--- src/rtl/memory_board_if.sv ---
// Signal bundle for the memory game board: card loading, player selection, read port and status.
interface memory_board_if #(
  parameter int unsigned ROWS  = 4,
  parameter int unsigned COLS  = 4,
  parameter int unsigned SYM_W = 3
);
  localparam int unsigned N  = ROWS * COLS;
  localparam int unsigned RW = (ROWS > 1) ? $clog2(ROWS) : 1;
  localparam int unsigned CW = (COLS > 1) ? $clog2(COLS) : 1;
  localparam int unsigned PW = $clog2(N / 2 + 1);

  logic             load_en;
  logic [RW-1:0]    load_row;
  logic [CW-1:0]    load_col;
  logic [SYM_W-1:0] load_sym;
  logic             sel_valid;
  logic [RW-1:0]    sel_row;
  logic [CW-1:0]    sel_col;
  logic             sel_ready;
  logic [RW-1:0]    rd_row;
  logic [CW-1:0]    rd_col;
  logic [SYM_W-1:0] rd_sym;
  logic [1:0]       rd_state;
  logic             match_pulse;
  logic             mismatch_pulse;
  logic             turn;
  logic [PW-1:0]    score0;
  logic [PW-1:0]    score1;
  logic [PW-1:0]    pairs_found;
  logic             game_over;

  modport master (
    output load_en, load_row, load_col, load_sym,
    output sel_valid, sel_row, sel_col,
    output rd_row, rd_col,
    input  sel_ready, rd_sym, rd_state, match_pulse, mismatch_pulse,
    input  turn, score0, score1, pairs_found, game_over
  );

  modport slave (
    input  load_en, load_row, load_col, load_sym,
    input  sel_valid, sel_row, sel_col,
    input  rd_row, rd_col,
    output sel_ready, rd_sym, rd_state, match_pulse, mismatch_pulse,
    output turn, score0, score1, pairs_found, game_over
  );
endinterface

--- src/rtl/memory_board.sv ---
// Two-player memory (pairs) game: card storage, selection handshake, pair check,
// timed mismatch display and per-player scoring.
module memory_board #(
  parameter int unsigned ROWS        = 4,
  parameter int unsigned COLS        = 4,
  parameter int unsigned SYM_W       = 3,
  parameter int unsigned SHOW_CYCLES = 25_000_000
) (
  input logic           clk,
  input logic           reset,
  memory_board_if.slave bus
);
  localparam int unsigned N    = ROWS * COLS;
  localparam int unsigned HALF = N / 2;
  localparam int unsigned RW   = (ROWS > 1) ? $clog2(ROWS) : 1;
  localparam int unsigned CW   = (COLS > 1) ? $clog2(COLS) : 1;
  localparam int unsigned PW   = $clog2(HALF + 1);
  localparam int unsigned IW   = (N > 1) ? $clog2(N) : 1;
  localparam int unsigned TW   = (SHOW_CYCLES > 1) ? $clog2(SHOW_CYCLES) : 1;

  localparam logic [1:0] CellHidden   = 2'b00;
  localparam logic [1:0] CellRevealed = 2'b01;
  localparam logic [1:0] CellMatched  = 2'b10;

  typedef enum logic [2:0] {StIdle, StFirst, StCheck, StShow, StDone} state_e;

  state_e           state_q, state_d;
  logic [IW-1:0]    first_q, first_d;
  logic [IW-1:0]    second_q, second_d;
  logic [TW-1:0]    timer_q, timer_d;
  logic             turn_q, turn_d;
  logic [PW-1:0]    score0_q, score0_d;
  logic [PW-1:0]    score1_q, score1_d;
  logic [PW-1:0]    pairs_q, pairs_d;
  logic [SYM_W-1:0] sym_q [N];
  logic [SYM_W-1:0] sym_d [N];
  logic [1:0]       cell_st_q [N];
  logic [1:0]       cell_st_d [N];

  function automatic logic in_range(input logic [RW-1:0] row, input logic [CW-1:0] col);
    return (32'(row) < ROWS) && (32'(col) < COLS);
  endfunction

  function automatic logic [IW-1:0] cell_idx(input logic [RW-1:0] row, input logic [CW-1:0] col);
    return IW'(32'(row) * COLS + 32'(col));
  endfunction

  logic          sel_ready, sel_ok, load_ok, is_match, rd_ok;
  logic [IW-1:0] sel_idx, load_idx, rd_idx;

  assign sel_ready = ((state_q == StIdle) || (state_q == StFirst)) && !bus.load_en;
  assign sel_idx   = cell_idx(bus.sel_row, bus.sel_col);
  assign sel_ok    = bus.sel_valid && sel_ready && in_range(bus.sel_row, bus.sel_col) &&
                     (cell_st_q[sel_idx] == CellHidden);
  assign load_idx  = cell_idx(bus.load_row, bus.load_col);
  assign load_ok   = bus.load_en && in_range(bus.load_row, bus.load_col);
  assign is_match  = (sym_q[first_q] == sym_q[second_q]);

  always_comb begin
    state_d   = state_q;
    first_d   = first_q;
    second_d  = second_q;
    timer_d   = timer_q;
    turn_d    = turn_q;
    score0_d  = score0_q;
    score1_d  = score1_q;
    pairs_d   = pairs_q;
    sym_d     = sym_q;
    cell_st_d = cell_st_q;

    unique case (state_q)
      StIdle: begin
        if (load_ok) begin
          sym_d[load_idx] = bus.load_sym;
        end else if (sel_ok) begin
          cell_st_d[sel_idx] = CellRevealed;
          first_d            = sel_idx;
          state_d            = StFirst;
        end
      end
      StFirst: begin
        if (sel_ok) begin
          cell_st_d[sel_idx] = CellRevealed;
          second_d           = sel_idx;
          state_d            = StCheck;
        end
      end
      StCheck: begin
        if (is_match) begin
          cell_st_d[first_q]  = CellMatched;
          cell_st_d[second_q] = CellMatched;
          // Counters saturate at the pair count rather than wrapping.
          if (!turn_q) begin
            if (score0_q < PW'(HALF)) score0_d = score0_q + PW'(1);
          end else begin
            if (score1_q < PW'(HALF)) score1_d = score1_q + PW'(1);
          end
          if (pairs_q < PW'(HALF)) pairs_d = pairs_q + PW'(1);
          state_d = (pairs_d == PW'(HALF)) ? StDone : StIdle;
        end else begin
          timer_d = TW'(SHOW_CYCLES - 1);
          state_d = StShow;
        end
      end
      StShow: begin
        if (timer_q == '0) begin
          cell_st_d[first_q]  = CellHidden;
          cell_st_d[second_q] = CellHidden;
          turn_d              = ~turn_q;
          state_d             = StIdle;
        end else begin
          timer_d = timer_q - TW'(1);
        end
      end
      StDone: state_d = StDone;
      default: state_d = StIdle;
    endcase
  end

  always_ff @(posedge clk or negedge reset) begin
    if (!reset) begin
      state_q  <= StIdle;
      first_q  <= '0;
      second_q <= '0;
      timer_q  <= '0;
      turn_q   <= 1'b0;
      score0_q <= '0;
      score1_q <= '0;
      pairs_q  <= '0;
      // Default deck: consecutive cells form pairs.
      for (int i = 0; i < N; i++) begin
        sym_q[i]     <= SYM_W'(i / 2);
        cell_st_q[i] <= CellHidden;
      end
    end else begin
      state_q   <= state_d;
      first_q   <= first_d;
      second_q  <= second_d;
      timer_q   <= timer_d;
      turn_q    <= turn_d;
      score0_q  <= score0_d;
      score1_q  <= score1_d;
      pairs_q   <= pairs_d;
      sym_q     <= sym_d;
      cell_st_q <= cell_st_d;
    end
  end

  assign rd_ok  = in_range(bus.rd_row, bus.rd_col);
  assign rd_idx = cell_idx(bus.rd_row, bus.rd_col);

  assign bus.sel_ready      = sel_ready;
  assign bus.rd_state       = rd_ok ? cell_st_q[rd_idx] : CellHidden;
  assign bus.rd_sym         = (rd_ok && (cell_st_q[rd_idx] != CellHidden)) ? sym_q[rd_idx] : '0;
  assign bus.match_pulse    = (state_q == StCheck) && is_match;
  assign bus.mismatch_pulse = (state_q == StCheck) && !is_match;
  assign bus.turn           = turn_q;
  assign bus.score0         = score0_q;
  assign bus.score1         = score1_q;
  assign bus.pairs_found    = pairs_q;
  assign bus.game_over      = (state_q == StDone);

endmodule

--- src/flat_wrapper.sv ---
// flat-port wrapper written by rule: the top's interface ports become plain ports
module memory_board_flat 
#(
  parameter int unsigned ROWS        = 4,
  parameter int unsigned COLS        = 4,
  parameter int unsigned SYM_W       = 3,
  parameter int unsigned SHOW_CYCLES = 25_000_000
)
  (clk, reset, bus_load_en, bus_load_row, bus_load_col, bus_load_sym, bus_sel_valid, bus_sel_row, bus_sel_col, bus_rd_row, bus_rd_col, bus_sel_ready, bus_rd_sym, bus_rd_state, bus_match_pulse, bus_mismatch_pulse, bus_turn, bus_score0, bus_score1, bus_pairs_found, bus_game_over);
  memory_board_if #(.ROWS(ROWS), .COLS(COLS), .SYM_W(SYM_W)) bus_i ();
  input logic clk;
  input logic reset;
  input wire logic [$bits(bus_i.load_en)-1:0] bus_load_en;
  input wire logic [$bits(bus_i.load_row)-1:0] bus_load_row;
  input wire logic [$bits(bus_i.load_col)-1:0] bus_load_col;
  input wire logic [$bits(bus_i.load_sym)-1:0] bus_load_sym;
  input wire logic [$bits(bus_i.sel_valid)-1:0] bus_sel_valid;
  input wire logic [$bits(bus_i.sel_row)-1:0] bus_sel_row;
  input wire logic [$bits(bus_i.sel_col)-1:0] bus_sel_col;
  input wire logic [$bits(bus_i.rd_row)-1:0] bus_rd_row;
  input wire logic [$bits(bus_i.rd_col)-1:0] bus_rd_col;
  output wire logic [$bits(bus_i.sel_ready)-1:0] bus_sel_ready;
  output wire logic [$bits(bus_i.rd_sym)-1:0] bus_rd_sym;
  output wire logic [$bits(bus_i.rd_state)-1:0] bus_rd_state;
  output wire logic [$bits(bus_i.match_pulse)-1:0] bus_match_pulse;
  output wire logic [$bits(bus_i.mismatch_pulse)-1:0] bus_mismatch_pulse;
  output wire logic [$bits(bus_i.turn)-1:0] bus_turn;
  output wire logic [$bits(bus_i.score0)-1:0] bus_score0;
  output wire logic [$bits(bus_i.score1)-1:0] bus_score1;
  output wire logic [$bits(bus_i.pairs_found)-1:0] bus_pairs_found;
  output wire logic [$bits(bus_i.game_over)-1:0] bus_game_over;
  assign bus_i.load_en = bus_load_en;
  assign bus_i.load_row = bus_load_row;
  assign bus_i.load_col = bus_load_col;
  assign bus_i.load_sym = bus_load_sym;
  assign bus_i.sel_valid = bus_sel_valid;
  assign bus_i.sel_row = bus_sel_row;
  assign bus_i.sel_col = bus_sel_col;
  assign bus_i.rd_row = bus_rd_row;
  assign bus_i.rd_col = bus_rd_col;
  assign bus_sel_ready = bus_i.sel_ready;
  assign bus_rd_sym = bus_i.rd_sym;
  assign bus_rd_state = bus_i.rd_state;
  assign bus_match_pulse = bus_i.match_pulse;
  assign bus_mismatch_pulse = bus_i.mismatch_pulse;
  assign bus_turn = bus_i.turn;
  assign bus_score0 = bus_i.score0;
  assign bus_score1 = bus_i.score1;
  assign bus_pairs_found = bus_i.pairs_found;
  assign bus_game_over = bus_i.game_over;
  memory_board #(.ROWS(ROWS), .COLS(COLS), .SYM_W(SYM_W), .SHOW_CYCLES(SHOW_CYCLES)) u_core (.clk(clk), .reset(reset), .bus(bus_i));
endmodule
--- config.mk ---
export PLATFORM = sky130hd
export DESIGN_NAME = memory_board_flat
export DESIGN_NICKNAME = d
export VERILOG_FILES = /design/src/rtl/memory_board_if.sv /design/src/rtl/memory_board.sv /design/src/flat_wrapper.sv
export SDC_FILE = /design/constraint.sdc
export NUM_CORES = 1
export LEC_CHECK = 0
export ABC_CLOCK_PERIOD_IN_PS = 7550
export BUFFER_PORTS_ARGS = -buffer_cell sky130_fd_sc_hd__buf_2
export CAP_MARGIN = 20
export CORE_UTILIZATION = 65
export CTS_CLUSTER_DIAMETER = 50
export DETAILED_ROUTE_END_ITERATION = 7
export GPL_ROUTABILITY_DRIVEN = 1
export PLACE_DENSITY = 0.84
export SYNTH_ARGS = -nofsm -noshare
export SYNTH_HDL_FRONTEND = slang
export SYNTH_SLANG_ARGS = --single-unit
--- constraint.sdc ---
create_clock -name clk -period 7.55 [get_ports clk]
set_input_delay 0.3775 -clock clk [delete_from_list [all_inputs] [get_ports clk]]
set_output_delay 0.3775 -clock clk [all_outputs]
set_load 0.01 [all_outputs]
==> flow_results.xml <==
<?xml version="1.0" encoding="UTF-8"?>
<metrics>
  <group name="run_status">
    <metric name="status" unit="">finished, violations left</metric>
    <metric name="violations" unit="">design-rule violations, negative hold slack</metric>
  </group>
  <group name="global_routing">
    <metric name="antenna_found_initial" unit="">0</metric>
    <metric name="pin_count_of_the_biggest_net_entering_global_routing" unit="">76</metric>
    <metric name="wire_length_of_the_first_global_routing_pass" unit="mm">33.7</metric>
    <metric name="gr-usage-all-layers" unit="">0.351</metric>
    <metric name="total_gr_overflow" unit="">0</metric>
    <metric name="first_global_vias" unit="">6371</metric>
  </group>
  <group name="sta">
    <metric name="finalCritPeriodShare" unit="">0.578</metric>
    <metric name="finalSetupViolCount" unit="">0</metric>
    <metric name="holdWs" unit="ns">-0.0178</metric>
    <metric name="clock_skew" unit="ns">0.00840</metric>
    <metric name="rsz0062_at_grt" unit="">no</metric>
    <metric name="tns" unit="ns">0</metric>
    <metric name="number_of_slew_limit_violations_in_the_final_report" unit="">0</metric>
    <metric name="endpoints_failing_hold" unit="">20</metric>
    <metric name="worst-slew-pin-transition" unit="ns">0.958</metric>
    <metric name="max-slew-margin-rel" unit="">0.361</metric>
    <metric name="timing.fmax" unit="MHz">229</metric>
    <metric name="timing.final.crit_period" unit="ns">4.37</metric>
  </group>
  <group name="critical_path">
    <metric name="worstSetupEndpointType" unit="">primary output</metric>
    <metric name="cp_data_required_time" unit="ns">7.17</metric>
    <metric name="critPathLaunchType" unit="">flop</metric>
    <metric name="worst-r2r-cell-count" unit="">8</metric>
    <metric name="arrival" unit="ns">3.99</metric>
    <metric name="critical_path_class" unit="">reg2out</metric>
    <metric name="timing.critical_path.fanout_max" unit="">20</metric>
  </group>
  <group name="synthesis">
    <metric name="synth_seq_cells" unit="">129</metric>
    <metric name="avgSynthCellArea" unit="µm²">11.4</metric>
    <metric name="synth_edf_count" unit="">0</metric>
    <metric name="synth_top_cells_by_area" unit="">sky130_fd_sc_hd__dfrtp_1 33%, sky130_fd_sc_hd__mux4_2 14%, sky130_fd_sc_hd__dfstp_2 8.0%, sky130_fd_sc_hd__mux2_2 7.8%, sky130_fd_sc_hd__nand2_1 3.0%</metric>
    <metric name="postSynth.topFlopCell" unit="">sky130_fd_sc_hd__dfrtp_1</metric>
    <metric name="synth_warnings" unit="">0</metric>
    <metric name="synthesis.nets" unit="">715</metric>
    <metric name="synth.cell_area" unit="µm²">7890</metric>
    <metric name="post_synth_num_cell_types" unit="">74</metric>
    <metric name="yosys.area.top_type" unit="">sky130_fd_sc_hd__dfrtp_1</metric>
    <metric name="seq_area_frac_synth" unit="">0.413</metric>
    <metric name="synth_top_area_frac" unit="">0.333</metric>
    <metric name="synth-async-reset-ratio" unit="">1.00</metric>
    <metric name="synthesis.instances" unit="">691</metric>
  </group>
  <group name="drt">
    <metric name="route.final.wire_length" unit="mm">20.4</metric>
    <metric name="route.vias.total" unit="">6159</metric>
    <metric name="drt_iter0_drc" unit="">715</metric>
    <metric name="via_per_inst" unit="">7.10</metric>
    <metric name="drc" unit="">2</metric>
    <metric name="wl_per_cell" unit="µm">23.5</metric>
    <metric name="drtAntennaViolNets" unit="">0</metric>
    <metric name="drtPass1Iterations" unit="">7</metric>
  </group>
  <group name="power_and_ir_drop">
    <metric name="static-leakage-power" unit="nW">3.49</metric>
    <metric name="cellPowerDensity" unit="nW/µm²">384</metric>
    <metric name="worst_ir_drop_vdd" unit="V">0.000230</metric>
  </group>
  <group name="cts">
    <metric name="h-tree-depth" unit="">4</metric>
    <metric name="cts_post_setup_buffers_inserted" unit="">0</metric>
    <metric name="cts_hold_buf" unit="">0</metric>
    <metric name="ctsLongestPathBuffers" unit="">2</metric>
    <metric name="cts_buffer_count" unit="">17</metric>
    <metric name="cts.clk_slew.worst_paths" unit="ns">0.06</metric>
    <metric name="cts_resized" unit="">0</metric>
    <metric name="tritoncts_num_sinks" unit="">129</metric>
    <metric name="cts_root_buf" unit="">sky130_fd_sc_hd__clkbuf_16</metric>
    <metric name="clock_insertion_delay_worst_skew" unit="ns">0.43</metric>
    <metric name="tritoncts" unit="">yes</metric>
  </group>
  <group name="min_path">
    <metric name="hold_class" unit="">in2async</metric>
  </group>
  <group name="layout">
    <metric name="diodes" unit="">0</metric>
    <metric name="count_of_fill_cells_added_during_filler_insertion" unit="">760</metric>
    <metric name="final_net_count" unit="">736</metric>
    <metric name="drive_gt1_frac" unit="">0.310</metric>
    <metric name="layout_area_overhead" unit="%">9.67</metric>
  </group>
  <group name="die">
    <metric name="fp.dieArea" unit="µm²">12600</metric>
    <metric name="die_x" unit="µm">112</metric>
    <metric name="floorplan.die.height" unit="µm">112</metric>
    <metric name="initial_core_util" unit="">0.679</metric>
    <metric name="coreArea" unit="µm²">11600</metric>
    <metric name="rows" unit="">39</metric>
    <metric name="pin_count" unit="">41</metric>
  </group>
  <group name="placed_design">
    <metric name="dpl.hpwl" unit="mm">14.1</metric>
    <metric name="port_buffers" unit="">40</metric>
    <metric name="gp_congestion" unit="">0.955</metric>
  </group>
  <group name="job">
    <metric name="timing.max_cap.violations" unit="">0</metric>
  </group>
</metrics>
-- registers in the layout, summed over array words and instances, names as in the netlist --
name                    count
u_core.second_q             4
u_core.bus.pairs_found      4
u_core.first_q              4
u_core.state_q              3
u_core.sym_q               48
u_core.cell_st_q           32
u_core.bus.score1           4
u_core.timer_q             25
u_core.bus.turn             1
u_core.bus.score0           4
-- worst paths after layout --
kind,start,endpoint,slack [ns]
max,u_core.second_q[0],bus_mismatch_pulse,3.18
min,reset,u_core.cell_st_q[25],-0.02
max reg2reg,u_core.second_q[0],u_core.timer_q[11],3.65
min reg2reg,u_core.bus.score1[2],u_core.bus.score1[2],0.50
max in group asynchronous,reset,u_core.timer_q[8],6.15
min in group clk,bus_sel_row[1],u_core.first_q[3],0.36
-- cell usage after synthesis (9+ instances only) --
library cell                 n
sky130_fd_sc_hd__dfstp_2    24
sky130_fd_sc_hd__nand3_1    14
sky130_fd_sc_hd__a21o_1     23
sky130_fd_sc_hd__a22o_1     14
sky130_fd_sc_hd__o21ai_0    12
sky130_fd_sc_hd__a21oi_1    11
sky130_fd_sc_hd__nor2_1     51
sky130_fd_sc_hd__dfrtp_1   105
sky130_fd_sc_hd__o22ai_1     9
sky130_fd_sc_hd__mux2_2     55
sky130_fd_sc_hd__xnor2_1    20
sky130_fd_sc_hd__xor2_1     10
sky130_fd_sc_hd__nor2b_1    22
sky130_fd_sc_hd__nor4_1      9
sky130_fd_sc_hd__inv_1      19
sky130_fd_sc_hd__clkbuf_1   25
sky130_fd_sc_hd__nand2_1    64
sky130_fd_sc_hd__mux4_2     50
sky130_fd_sc_hd__a22oi_1    15
sky130_fd_sc_hd__nor3_1     19
-- cell usage in the layout (no fill, tap or decap), drive strengths merged, types with 7 or more instances in the layout --
master / n
a22o: 14
o22ai: 9
nand2: 65
dfstp: 24
inv: 20
xor2: 10
nor4: 10
buf: 43
nor2: 51
o21ai: 13
a21oi: 11
a22oi: 17
dfrtp: 105
a21o: 23
mux2: 58
nor2b: 22
clkbuf: 23
mux4: 50
xnor2: 22
nor3b: 7
nor3: 20
and2: 7
nand3: 15
or3: 8
-- metrics by stage --
step	std cells	setup WS, ns	power [mW]	utilization	cell area (µm²)
3_5_place_dp	836	3.65	2.51	0.697	8090
3_3_place_gp	836	3.81	2.42	0.697	8090
6_report	868	3.18	3.32	0.745	8650
5_1_grt	868	2.86	3.48	0.745	8650
4_1_cts	868	3.18	3.30	0.745	8650
2_1_floorplan	691	4.64	2.19	-	7890
-- cell type report --
| type | count | area (µm²) | share of cell area |
|---|---|---|---|
| Inverter | 20 | 75.1 | 0.00868 |
| Sequential cell | 129 | 3260 | 0.377 |
| Clock inverter | 9 | 82.6 | 0.00954 |
| Tap cell | 143 | 179 | 0.0207 |
| Clock buffer | 23 | 478 | 0.0552 |
| Multi-Input combinational cell | 501 | 4360 | 0.503 |
| Timing Repair Buffer | 43 | 225 | 0.0260 |
-- logic make-up after synthesis --
| logic type | share of synthesized area |
|---|---|
| simple gates | 0.156 |
| fa+ha+maj | 0.00793 |
| mux | 0.226 |
| xor+xnor | 0.0403 |
| flops | 0.413 |
| buf+inv | 0.0350 |
| compound gates | 0.121 |
-- power by group --
part	leakage (nW)	internal, mW	switching (mW)	total (mW)
combinational	1.72	0.616	0.650	1.27
clock	0.261	0.476	0.307	0.783
sequential	1.51	0.936	0.339	1.27
total	3.49	2.03	1.30	3.32
-- routing by layer --
metal | vias to the layer above | part of all wire | global-route usage | wire [µm]
met1 | 3105 | 0.39 | 0.461 | 7930
met3 | 68 | 0.087 | 0.0837 | 1780
met4 | 0 | 0.028 | 0.141 | 571
li1 | 2636 | - | - | -
met2 | 350 | 0.49 | 0.568 | 10100
met5 | - | 0 | 0 | 0
-- worst max-delay path, stage by stage (launching register included) --
cell and delay (ns):
sky130_fd_sc_hd__dfrtp_1 0.96, sky130_fd_sc_hd__mux4_2 0.59, sky130_fd_sc_hd__a22o_1 0.23, sky130_fd_sc_hd__a221oi_1 0.29
sky130_fd_sc_hd__xnor2_1 0.38, sky130_fd_sc_hd__a31oi_2 0.24, sky130_fd_sc_hd__nand2_1 0.46, sky130_fd_sc_hd__inv_2 0.19
sky130_fd_sc_hd__buf_2 0.19
Power figures use the tool's default switching activity.
